<file path="src/rtl/systolic_seq_ctrl.sv">
// systolic_seq_ctrl: clear/compute/drain sequencer for an NxN output-stationary systolic array.
// Define SYSTOLIC_SEQ_PERF_EN to add the 32-bit perf_cycles busy-cycle counter.
module systolic_seq_ctrl #(
    parameter int N     = 4,
    parameter int K_MAX = 16,
    parameter int IW    = $clog2(K_MAX),
    parameter int KW    = $clog2(K_MAX + 1)
) (
    input  logic                 clk,
    input  logic                 rst,
    input  logic                 start,
    input  logic [KW-1:0]        k_len,
    output logic                 busy,
    output logic                 done,
    output logic                 cfg_err,
    output logic                 clear_acc,
    output logic                 pe_enable,
    output logic [N-1:0]         lane_valid,
    output logic [N*IW-1:0]      lane_idx,
    output logic [$clog2(N)-1:0] drain_row,
    output logic                 out_valid,
    input  logic                 out_ready
`ifdef SYSTOLIC_SEQ_PERF_EN
    ,
    output logic [31:0]          perf_cycles
`endif
);
    localparam int TW = $clog2(K_MAX + 2*N - 2);
    localparam int RW = $clog2(N);
    localparam logic [2:0] S_IDLE    = 3'd0;
    localparam logic [2:0] S_CLEAR   = 3'd1;
    localparam logic [2:0] S_COMPUTE = 3'd2;
    localparam logic [2:0] S_DRAIN   = 3'd3;
    localparam logic [2:0] S_DONE    = 3'd4;

    logic [2:0]    state_q, state_d;
    logic [KW-1:0] k_q, k_d;
    logic [TW-1:0] t_q, t_d, t_last;
    logic [RW-1:0] row_q, row_d;
    logic          err_q, err_d, start_ok;

    assign start_ok = start && (k_len != '0) && (k_len <= KW'(K_MAX));
    assign t_last   = TW'(k_q) + TW'(2*N - 3);

    always_comb begin
        state_d = state_q;
        k_d     = k_q;
        t_d     = t_q;
        row_d   = row_q;
        err_d   = 1'b0;
        case (state_q)
            S_IDLE: begin
                state_d = start_ok ? S_CLEAR : S_IDLE;
                k_d     = start_ok ? k_len : k_q;
                err_d   = start && !start_ok;
            end
            S_CLEAR:   state_d = S_COMPUTE;
            S_COMPUTE: begin
                state_d = (t_q == t_last) ? S_DRAIN : S_COMPUTE;
                t_d     = (t_q == t_last) ? '0 : t_q + 1'b1;
            end
            S_DRAIN: begin
                state_d = (out_ready && row_q == RW'(N-1)) ? S_DONE : S_DRAIN;
                row_d   = !out_ready ? row_q : (row_q == RW'(N-1)) ? '0 : row_q + 1'b1;
            end
            default:   state_d = S_IDLE;
        endcase
    end

    always_ff @(posedge clk) begin
        if (rst) begin
            state_q <= S_IDLE;
            k_q     <= '0;
            t_q     <= '0;
            row_q   <= '0;
            err_q   <= 1'b0;
        end else begin
            state_q <= state_d;
            k_q     <= k_d;
            t_q     <= t_d;
            row_q   <= row_d;
            err_q   <= err_d;
        end
    end

    // t < i wraps rel to at least K_MAX+N-1, so the single rel < k test also rejects it
    for (genvar i = 0; i < N; i++) begin : g_lane
        logic [TW-1:0] rel;
        assign rel                 = t_q - TW'(i);
        assign lane_valid[i]       = (state_q == S_COMPUTE) && (rel < TW'(k_q));
        assign lane_idx[i*IW +: IW] = lane_valid[i] ? rel[IW-1:0] : '0;
    end

    assign busy      = state_q != S_IDLE;
    assign done      = state_q == S_DONE;
    assign cfg_err   = err_q;
    assign clear_acc = state_q == S_CLEAR;
    assign pe_enable = state_q == S_COMPUTE;
    assign out_valid = state_q == S_DRAIN;
    assign drain_row = row_q;

`ifdef SYSTOLIC_SEQ_PERF_EN
    logic [31:0] perf_q;
    always_ff @(posedge clk) begin
        if (rst || (state_q == S_IDLE && start_ok))
            perf_q <= '0;
        else if (state_q != S_IDLE)
            perf_q <= perf_q + 1'b1;
    end
    assign perf_cycles = perf_q;
`endif
endmodule

</file>
<file path="config.mk">
export PLATFORM = sky130hd
export DESIGN_NAME = systolic_seq_ctrl
export DESIGN_NICKNAME = d
export VERILOG_FILES = /design/src/rtl/systolic_seq_ctrl.sv
export SDC_FILE = /design/constraint.sdc
export NUM_CORES = 1
export LEC_CHECK = 0
export CORE_MARGIN = 2
export CORE_UTILIZATION = 45
export CTS_CLUSTER_DIAMETER = 60
export DETAILED_ROUTE_END_ITERATION = 10
export GPL_ROUTABILITY_DRIVEN = 0
export PLACE_DENSITY = 0.78
export SETUP_SLACK_MARGIN = 0.02
export SYNTH_ARGS = -nofsm -noshare
export SYNTH_HDL_FRONTEND = slang
export SYNTH_SLANG_ARGS = --single-unit
</file>
<file path="constraint.sdc">
create_clock -name clk -period 2.5 [get_ports clk]
set_input_delay 0.5 -clock clk [delete_from_list [all_inputs] [get_ports clk]]
set_output_delay 0.5 -clock clk [all_outputs]
set_load 0.05 [all_outputs]
</file>
Word-level counts from Yosys, hierarchy flattened --
Index checks and enable logic that the tools add are counted. Widths: inputs -> output; s select.
Operators by class: order comparisons 5, bitwise operators 1, reductions and logical operators 15, multiplexer cells 10, $add $sub $neg 6, eq/ne operators 6
Operators by type and width (count):
- $lt 5x5->1 | 4
- $mux 4 | 4
- $pmux 3 s4 | 1
- $sub 5x2->5 const B | 2
- $logic_and 1x1->1 | 8
- $eq 3x2->1 const B | 2
- $add 5x1->5 const B | 1
- $add 5x3->5 const B | 1
- $eq 5x5->1 | 1
- $le 5x5->1 const B | 1
- $mux 5 | 1
- $reduce_bool 5->1 | 1
- $sub 5x1->5 const B | 1
- $reduce_and 2->1 | 2
- $eq 3x1->1 const B | 1
- $eq 3x3->1 const B | 1
- $logic_not 3->1 | 1
- $mux 3 | 1
- $reduce_bool 3->1 | 1
- $add 2x1->2 const B | 1
- $eq 2x2->1 const B | 1
- $mux 1 | 2
- $mux 2 | 1
- $reduce_or 2->1 | 1
- other kinds (2) | 2
Storage, ports and cells: register bits after elaboration 16

Logic depth before layout (Yosys ltp) --
depth after elaboration 5, gate-level depth with buffers 10, depth with buffers taken out 9

Worst setup path after synthesis --
OpenSTA, ideal clock, no wires.
path kind register to output, from reg t_q[0], to out lane_idx[6], arrival 3.093 ns, path slack -1.093 ns, data required time 2.000 ns, cell stages (with the launch flop) 11, path through dfxtp_1 clkbuf_1 inv_1 ha_1 inv_1 ha_1 nor2b_1 o21a_1 o21a_1 o21a_1 nor3b_1
On the way: longest elaborated chain between the ends 4
RTL lines:
- start: declaration | line 38 | logic [TW-1:0] t_q, t_d, t_last;
- start signal: assignment | line 80 | t_q <= t_d;
- $sub 5x1->5 (*) | line 89 | assign rel = t_q - TW'(i);
- $lt 5x5->1 | line 90 | assign lane_valid[i] = (state_q == S_COMPUTE) && (rel < TW'(k_q));
- $logic_and 1x1->1 | line 90
- $mux 4 (*) | line 91 | assign lane_idx[i*IW +: IW] = lane_valid[i] ? rel[IW-1:0] : '0;
- end: declaration | line 19 | output logic [N*IW-1:0] lane_idx,
Every way passes the cells marked *; elsewhere a longest branch is shown, timed or not.

Worst setup path in the final report --
from reg t_q[0], to out lane_idx[14]
On the way: longest elaborated chain between the ends 4
RTL lines (line):
- $sub 5x2->5 (*) | 89
- $lt 5x5->1 | 90
- $logic_and 1x1->1 | 90
- $mux 4 (*) | 91
Marks and branches as above.

==> out/metrics.cfg <==
[status]
status=finished with violations
failed_checks=negative setup slack

[critical_path]
cp-startpoint=t_q[0]
cp.required_ps=2000
timing.rr.start=t_q[0]
worstSetupEndpointType=primary output
slowest_delay_ps=380
cpMaxStageDelayCell=dfxtp_4
reg2regPathDepth=7
worstSetupPathType=flip-flop to primary output
arrival_ps=2460
cp-start-kind=flip-flop
cp_max_fo=5
crit_chain=clkinvlp_4, ha_4, ha_1, nor2b_1, o21a_1, o21a_1, o21a_4, nor3b_4, buf_12
crit_top_cell=o21a_1

[sta]
rsz0062_at_grt=yes
setup_violations=20
finalClockSkew_ps=8.255
worst_slack_ps=-458.1
fin_crit_sh=1.183
hold_viol=0
max_freq_mhz=338.1
worstMarginPinSlew_ps=518.9
hold_ws_ps=483.0
final_max_slew_viol_count=0
max-slew-margin-rel=0.6540
finalCriticalPeriod_ps=2958

[routing]
vias=1504
firstDrtPassIters=4
ant_nets=0
wl_per_cell_um=16.38
vias_per_cell=5.371
drc=0
drt-total-wl_um=4587
first_iter_violations=36

[grt]
grt_max_degree=14
grt_pass1_vias=1511
grt_overflow=0
track_usage=0.2600
grt_pass1_wl_um=7182
antenna_found_initial=0

[finish]
stdcell_count=280
final_layout_size_suffix_gt1_frac=0.4237
area_growth_pct=79.63
antenna_cells=0
utilization=0.8641
multi_input_area_um2=1398
regArea_um2=331.6
final_cell_mix=23 x buf_12, 22 x buf_4, 19 x ha_1, 15 x clkdlybuf4s50_1, 11 x dfxtp_1
fillers=160
nNetsFinal=272
final_common_cell=buf_12

[clocking]
h-tree-depth=1
clkTransAtPathRegs_ps=100
cts_hold_buffers=0
cts_root_buffer=clkbuf_4
numCtsBuffers=3
tritoncts=built
insertion_delay_ps=290
ctsLongestPathBuffers=2
clock-sinks=16

[place]
port_buffers=36
dp.cells=271
place_ws_ps=-159.4
dp_hpwl_um=3722

[die]
start_util=0.4810
die_h_um=61.60
io_pins=37
num_rows=20
dieArea_um2=3794
fp.dieW_um=61.60
core_area_um2=3103

[synth]
avgSynthCellArea_um2=8.530
ys_ff_latch=16
synth_cell_types=40
ys_seq_area_frac=0.2146
yosys_warnings=0
synthesis.area_um2=1493
synth_fp_nets=210
synthCells=175

[power_and_ir_drop]
power_mw=0.7400
powerDensity_nw_per_um2=276.0
power_leakage_nw=1.075
ir_drop_v=0.0004006

[min_path]
min_path_cells=2
hold_class=flip-flop to flip-flop
min-delay-start=drain_row[1]

[job]
drv_cap=0

[registers in the layout, indices dropped and copies added, names as in the netlist]
| signal | cells |
|---|---|
| state_q | 3 |
| drain_row | 2 |
| cfg_err | 1 |
| k_q | 5 |
| t_q | 5 |
[cell families after synthesis]
group                      after synthesis  share of synthesized area
AOI/OAI and AO/OA                       28                     0.1442
xor gates and xnor gates                17                     0.1048
adders and majority gates               26                     0.2179
buffers and inverters                   18                    0.05112
DFF                                     16                     0.2146
muxes                                    5                    0.03353
and+or+nand+nor                         65                     0.2339
[report_power, final]
group	switching [mW]	internal, mW	total, mW	leakage, nW
combinational	0.158	0.137	0.295	0.921
clock	0.0811	0.0886	0.170	0.0210
sequential	0.0123	0.263	0.275	0.133
[worst max-delay path: cells and delay by family, from the launching register on]
| family | cells | cell delay [ps] |
|---|---|---|
| compound gates | 3 | 620 |
| fa+ha+maj | 2 | 540 |
| buf+inv | 2 | 280 |
| flops | 1 | 380 |
| simple gates | 2 | 360 |
[layout make-up]
class                   count  area share
clock buffers               4     0.01353
repair buffers             62      0.2977
well taps                  44     0.02053
inverters                  13     0.02333
multi-input cells         141      0.5212
flip-flops and latches     16      0.1237
[metrics by stage]
| stage | area, um^2 | setup TNS, ps |
|---|---|---|
| 3_5_place_dp | 2534 | -1472 |
| 5_1_grt | 2681 | -8788 |
| 4_1_cts | 2621 | -6828 |
| 3_3_place_gp | 2534 | -229.1 |
| 6_report | 2681 | -6802 |
| 2_1_floorplan | 1773 | -3775 |
[what timing repair did]
item | in CTS | in global routing
setup buffers | 2 | 3
pin swaps | 18 | 8
endpoints found under the setup margin | 20 | 20
gates cloned | 0 | 0
resized for setup | 7 | 9
[final timing paths]
kind | slack (ps) | endpoint
worst max-delay path | -460 | lane_idx[14]
worst min-delay path | 480 | drain_row[1]
worst max register to register | 540 | t_q[3]
worst min register to register | 480 | drain_row[1]
[metal layers]
| metal | share of wire | global-route usage | vias up |
|---|---|---|---|
| li1 | - | - | 732 |
| met1 | 0.39 | 0.2950 | 707 |
| met2 | 0.54 | 0.4737 | 45 |
| met3 | 0.029 | 0.04832 | 20 |
| met4 | 0.038 | 0.1064 | 0 |
| met5 | 0 | 0 | - |
[Yosys cell counts]
master	instances	area, um^2
nor2b_1	3	18.77
o21bai_1	1	7.510
clkbuf_1	3	11.26
a21o_1	2	15.01
dfxtp_1	16	320.3
nand3b_1	1	7.510
a2111oi_0	1	8.760
mux2i_1	5	50.05
nor2_1	12	45.04
xor2_1	9	78.83
a211oi_2	1	12.51
nand4_1	1	6.260
buf_2	1	5.000
nor3_1	15	75.07
or3_1	2	12.51
xnor2_1	7	61.31
o21a_1	9	67.56
a21oi_1	6	30.03
inv_2	1	3.750
or3_4	1	11.26
buf_6	1	11.26
a22oi_1	1	7.510
o22ai_1	1	6.260
nor4_1	1	6.260
o32ai_1	1	8.760
xor2_2	1	16.27
nand3_1	4	20.02
or3b_1	1	8.760
a211oi_4	1	20.02
and2_1	3	18.77
ha_1	26	325.3
nor3b_1	7	52.55
o21ai_0	1	5.000
o221ai_1	1	8.760
nand2b_1	4	25.02
and2_2	1	7.510
o31a_1	1	8.760
nand2_1	9	33.78
a41oi_1	1	8.760
inv_1	12	45.04
Power figures use the tool's default switching activity.
==> variant (same flow settings) <==
The option `SYSTOLIC_SEQ_PERF_EN` is turned on by a define.
--- a/src/rtl/systolic_seq_ctrl.sv
+++ b/src/rtl/systolic_seq_ctrl.sv
@@ -1,5 +1,7 @@
 // systolic_seq_ctrl: clear/compute/drain sequencer for an NxN output-stationary systolic array.
 // Define SYSTOLIC_SEQ_PERF_EN to add the 32-bit perf_cycles busy-cycle counter.
+`define SYSTOLIC_SEQ_PERF_EN
+
 module systolic_seq_ctrl #(
     parameter int N     = 4,
     parameter int K_MAX = 16,
Formal check against the unedited RTL (old outputs only; new: perf_cycles): equivalent (Yosys induction, for registers that start in step).
==> variant against the unedited design <==
- clock power rose to 2.9 times the old value
- cell area rose by 74%
- register-to-register slack got worse by 0.04 ns
- die area rose by 92%
- area after synthesis rose by 99%
- count of clock-buffer cells in the layout rose by 2
- global-route usage fell by 5.0 points
- final cell count rose by 89%
- hold slack improved by 0.0019 ns
- critical path type unchanged
- setup slack improved by 0.031 ns
- power rose by 120%
- the flow still finishes with violations (negative setup slack)
- wire length rose by 65%
- sequential cell count rose by 32
==> variant: results (changes against the unedited design) <==
[cts]
cts_made_buffers=5  ; was 3
htreeDepth=2  ; was 1
clk_root_buffer_cell=clkbuf_8  ; was clkbuf_4

[setup_path]
r2r_start=perf_cycles[0]  ; was t_q[0]
reg2reg_slack_ns=0.50  ; was 0.54 ns
startpoint=t_q[1]  ; was t_q[0]
crit_arrival_ns=2.43  ; was 2.46 ns
critPathCapture=lane_idx[6]  ; was lane_idx[14]
r2r_cells=6  ; was 7

[synthesis]
synth.area.mux_share=0.0235  ; was 0.0335
netlist_top_cells_count=nor2_1 (51), dfxtp_1 (48), xnor2_1 (30), ha_1 (27), nand2_1 (23)  ; was ha_1 (26), dfxtp_1 (16), nor3_1 (15), inv_1 (12), nor2_1 (12)
synth_area_leaders=dfxtp_1 (32%), ha_1 (11%), xnor2_1 (8.8%)  ; was ha_1 (22%), dfxtp_1 (21%), xor2_1 (5.3%)
synth_compound_area_frac=0.0723  ; was 0.144
synth-adder-area-share=0.113  ; was 0.218
synth-xor-area-share=0.138  ; was 0.105

[layout]
final_cells=529  ; was 280
design.final.nets=487  ; was 272
drive_gt1_frac=0.270  ; was 0.424

[sta]
setup_tns_ns=-5.87  ; was -6.80 ns
timing.final.ws_setup_ns=-0.427  ; was -0.458 ns
setup_violations=20  ; unchanged
fin_worst_skew_ns=0.00528  ; was 0.00826 ns
slew_headroom=0.515  ; was 0.654

[global_routing]
grt_use_total=0.210  ; was 0.260
grt_first_pass_wirelength_um=12400  ; was 7180 um
grt_pass1_vias=2662  ; was 1511
grt_max_degree=33  ; was 14

[outcome]
outcome=complete, but fails checks  ; unchanged
violations=negative setup slack  ; unchanged

[drt]
wl_per_cell_um=14.3  ; was 16.4 um
via_per_inst=5.28  ; was 5.37
drt_iter0_drc=83  ; was 36

[place]
place_inst=515  ; was 271
portBuffers=68  ; was 36
hpwl_um=5760  ; was 3720 um

[power]
peakVddDrop_v=0.000306  ; was 0.000401 V

[variant: changes by cell type after synthesis, sizes merged, moves of 5 or more]
cell,delta
nor2,+39
xnor2,+23
nor3,+6
dfxtp,+32
xor2,+7
nor4,+11
nand3,+13
nand2,+14
buf,+6
nand4,+5
[variant: where the power goes]
group | switching, mW | internal (mW) | total, mW | leakage (nW)
Combinational | 0.188 | 0.159 | 0.348 | 1.25
Clock | 0.272 | 0.227 | 0.498 | 0.0516
Sequential | 0.0125 | 0.773 | 0.785 | 0.390
Total | 0.472 | 1.16 | 1.63 | 1.70
[variant: worst min-delay path by stage]
stage	cells past startpoint	slack [ns]	end	startpoint
floorplan	2	0.51	k_q[4]	k_q[4]
global placement	2	0.47	drain_row[1]	drain_row[1]
detailed placement	2	0.48	drain_row[1]	drain_row[1]
CTS	2	0.49	drain_row[1]	drain_row[1]
global route	2	0.51	drain_row[1]	drain_row[1]
finish	2	0.48	drain_row[1]	drain_row[1]
[variant: logic make-up after synthesis]
| kind of cell | after synthesis |
|---|---|
| DFF | 48 |
| xor gates and xnor gates | 47 |
| buffers and inverters | 25 |
| and+or+nand+nor | 167 |
| AOI/OAI and AO/OA | 31 |
| adders and majority gates | 27 |
| muxes | 7 |
[variant: tightest hold or removal path, cell delays in order (launching register included)]
cell	delay (ns)
dfxtp_1	0.33
nand2_1	0.06
a21oi_1	0.06
[variant: final cells by class]
cell class / count / share of cell area
multi-input cells: 279 / 0.480
repair buffers: 104 / 0.257
flip-flops and latches: 48 / 0.209
well taps: 77 / 0.0207
clock buffers: 6 / 0.0177
inverters: 13 / 0.0126
clock inverters: 2 / 0.00296
[variant: per-layer routing]
layer / vias to the layer above / wire, um / GRT usage
met1: 1320 / 3270 / 0.250
met3: 8 / 206 / 0.0302
met2: 64 / 3970 / 0.384
li1: 1403 / - / -
met4: 0 / 136 / 0.0736
met5: - / 0 / 0
[variant: repair_timing]
item	CTS	global route
setup buffers	1	5
hold endpoints to repair	0	0
resized for setup	10	7
setup endpoints to repair	20	20
pin swaps	19	10
[variant: per-stage QoR]
| stage | setup slack [ns] | util | power, mW |
|---|---|---|---|
| 2_1_floorplan | -0.243 | - | 1.01 |
| 3_3_place_gp | -0.0411 | 0.693 | 1.12 |
| 3_5_place_dp | -0.107 | 0.693 | 1.13 |
| 4_1_cts | -0.403 | 0.717 | 1.62 |
| 6_report | -0.427 | 0.729 | 1.63 |
| 5_1_grt | -0.505 | 0.729 | 1.70 |
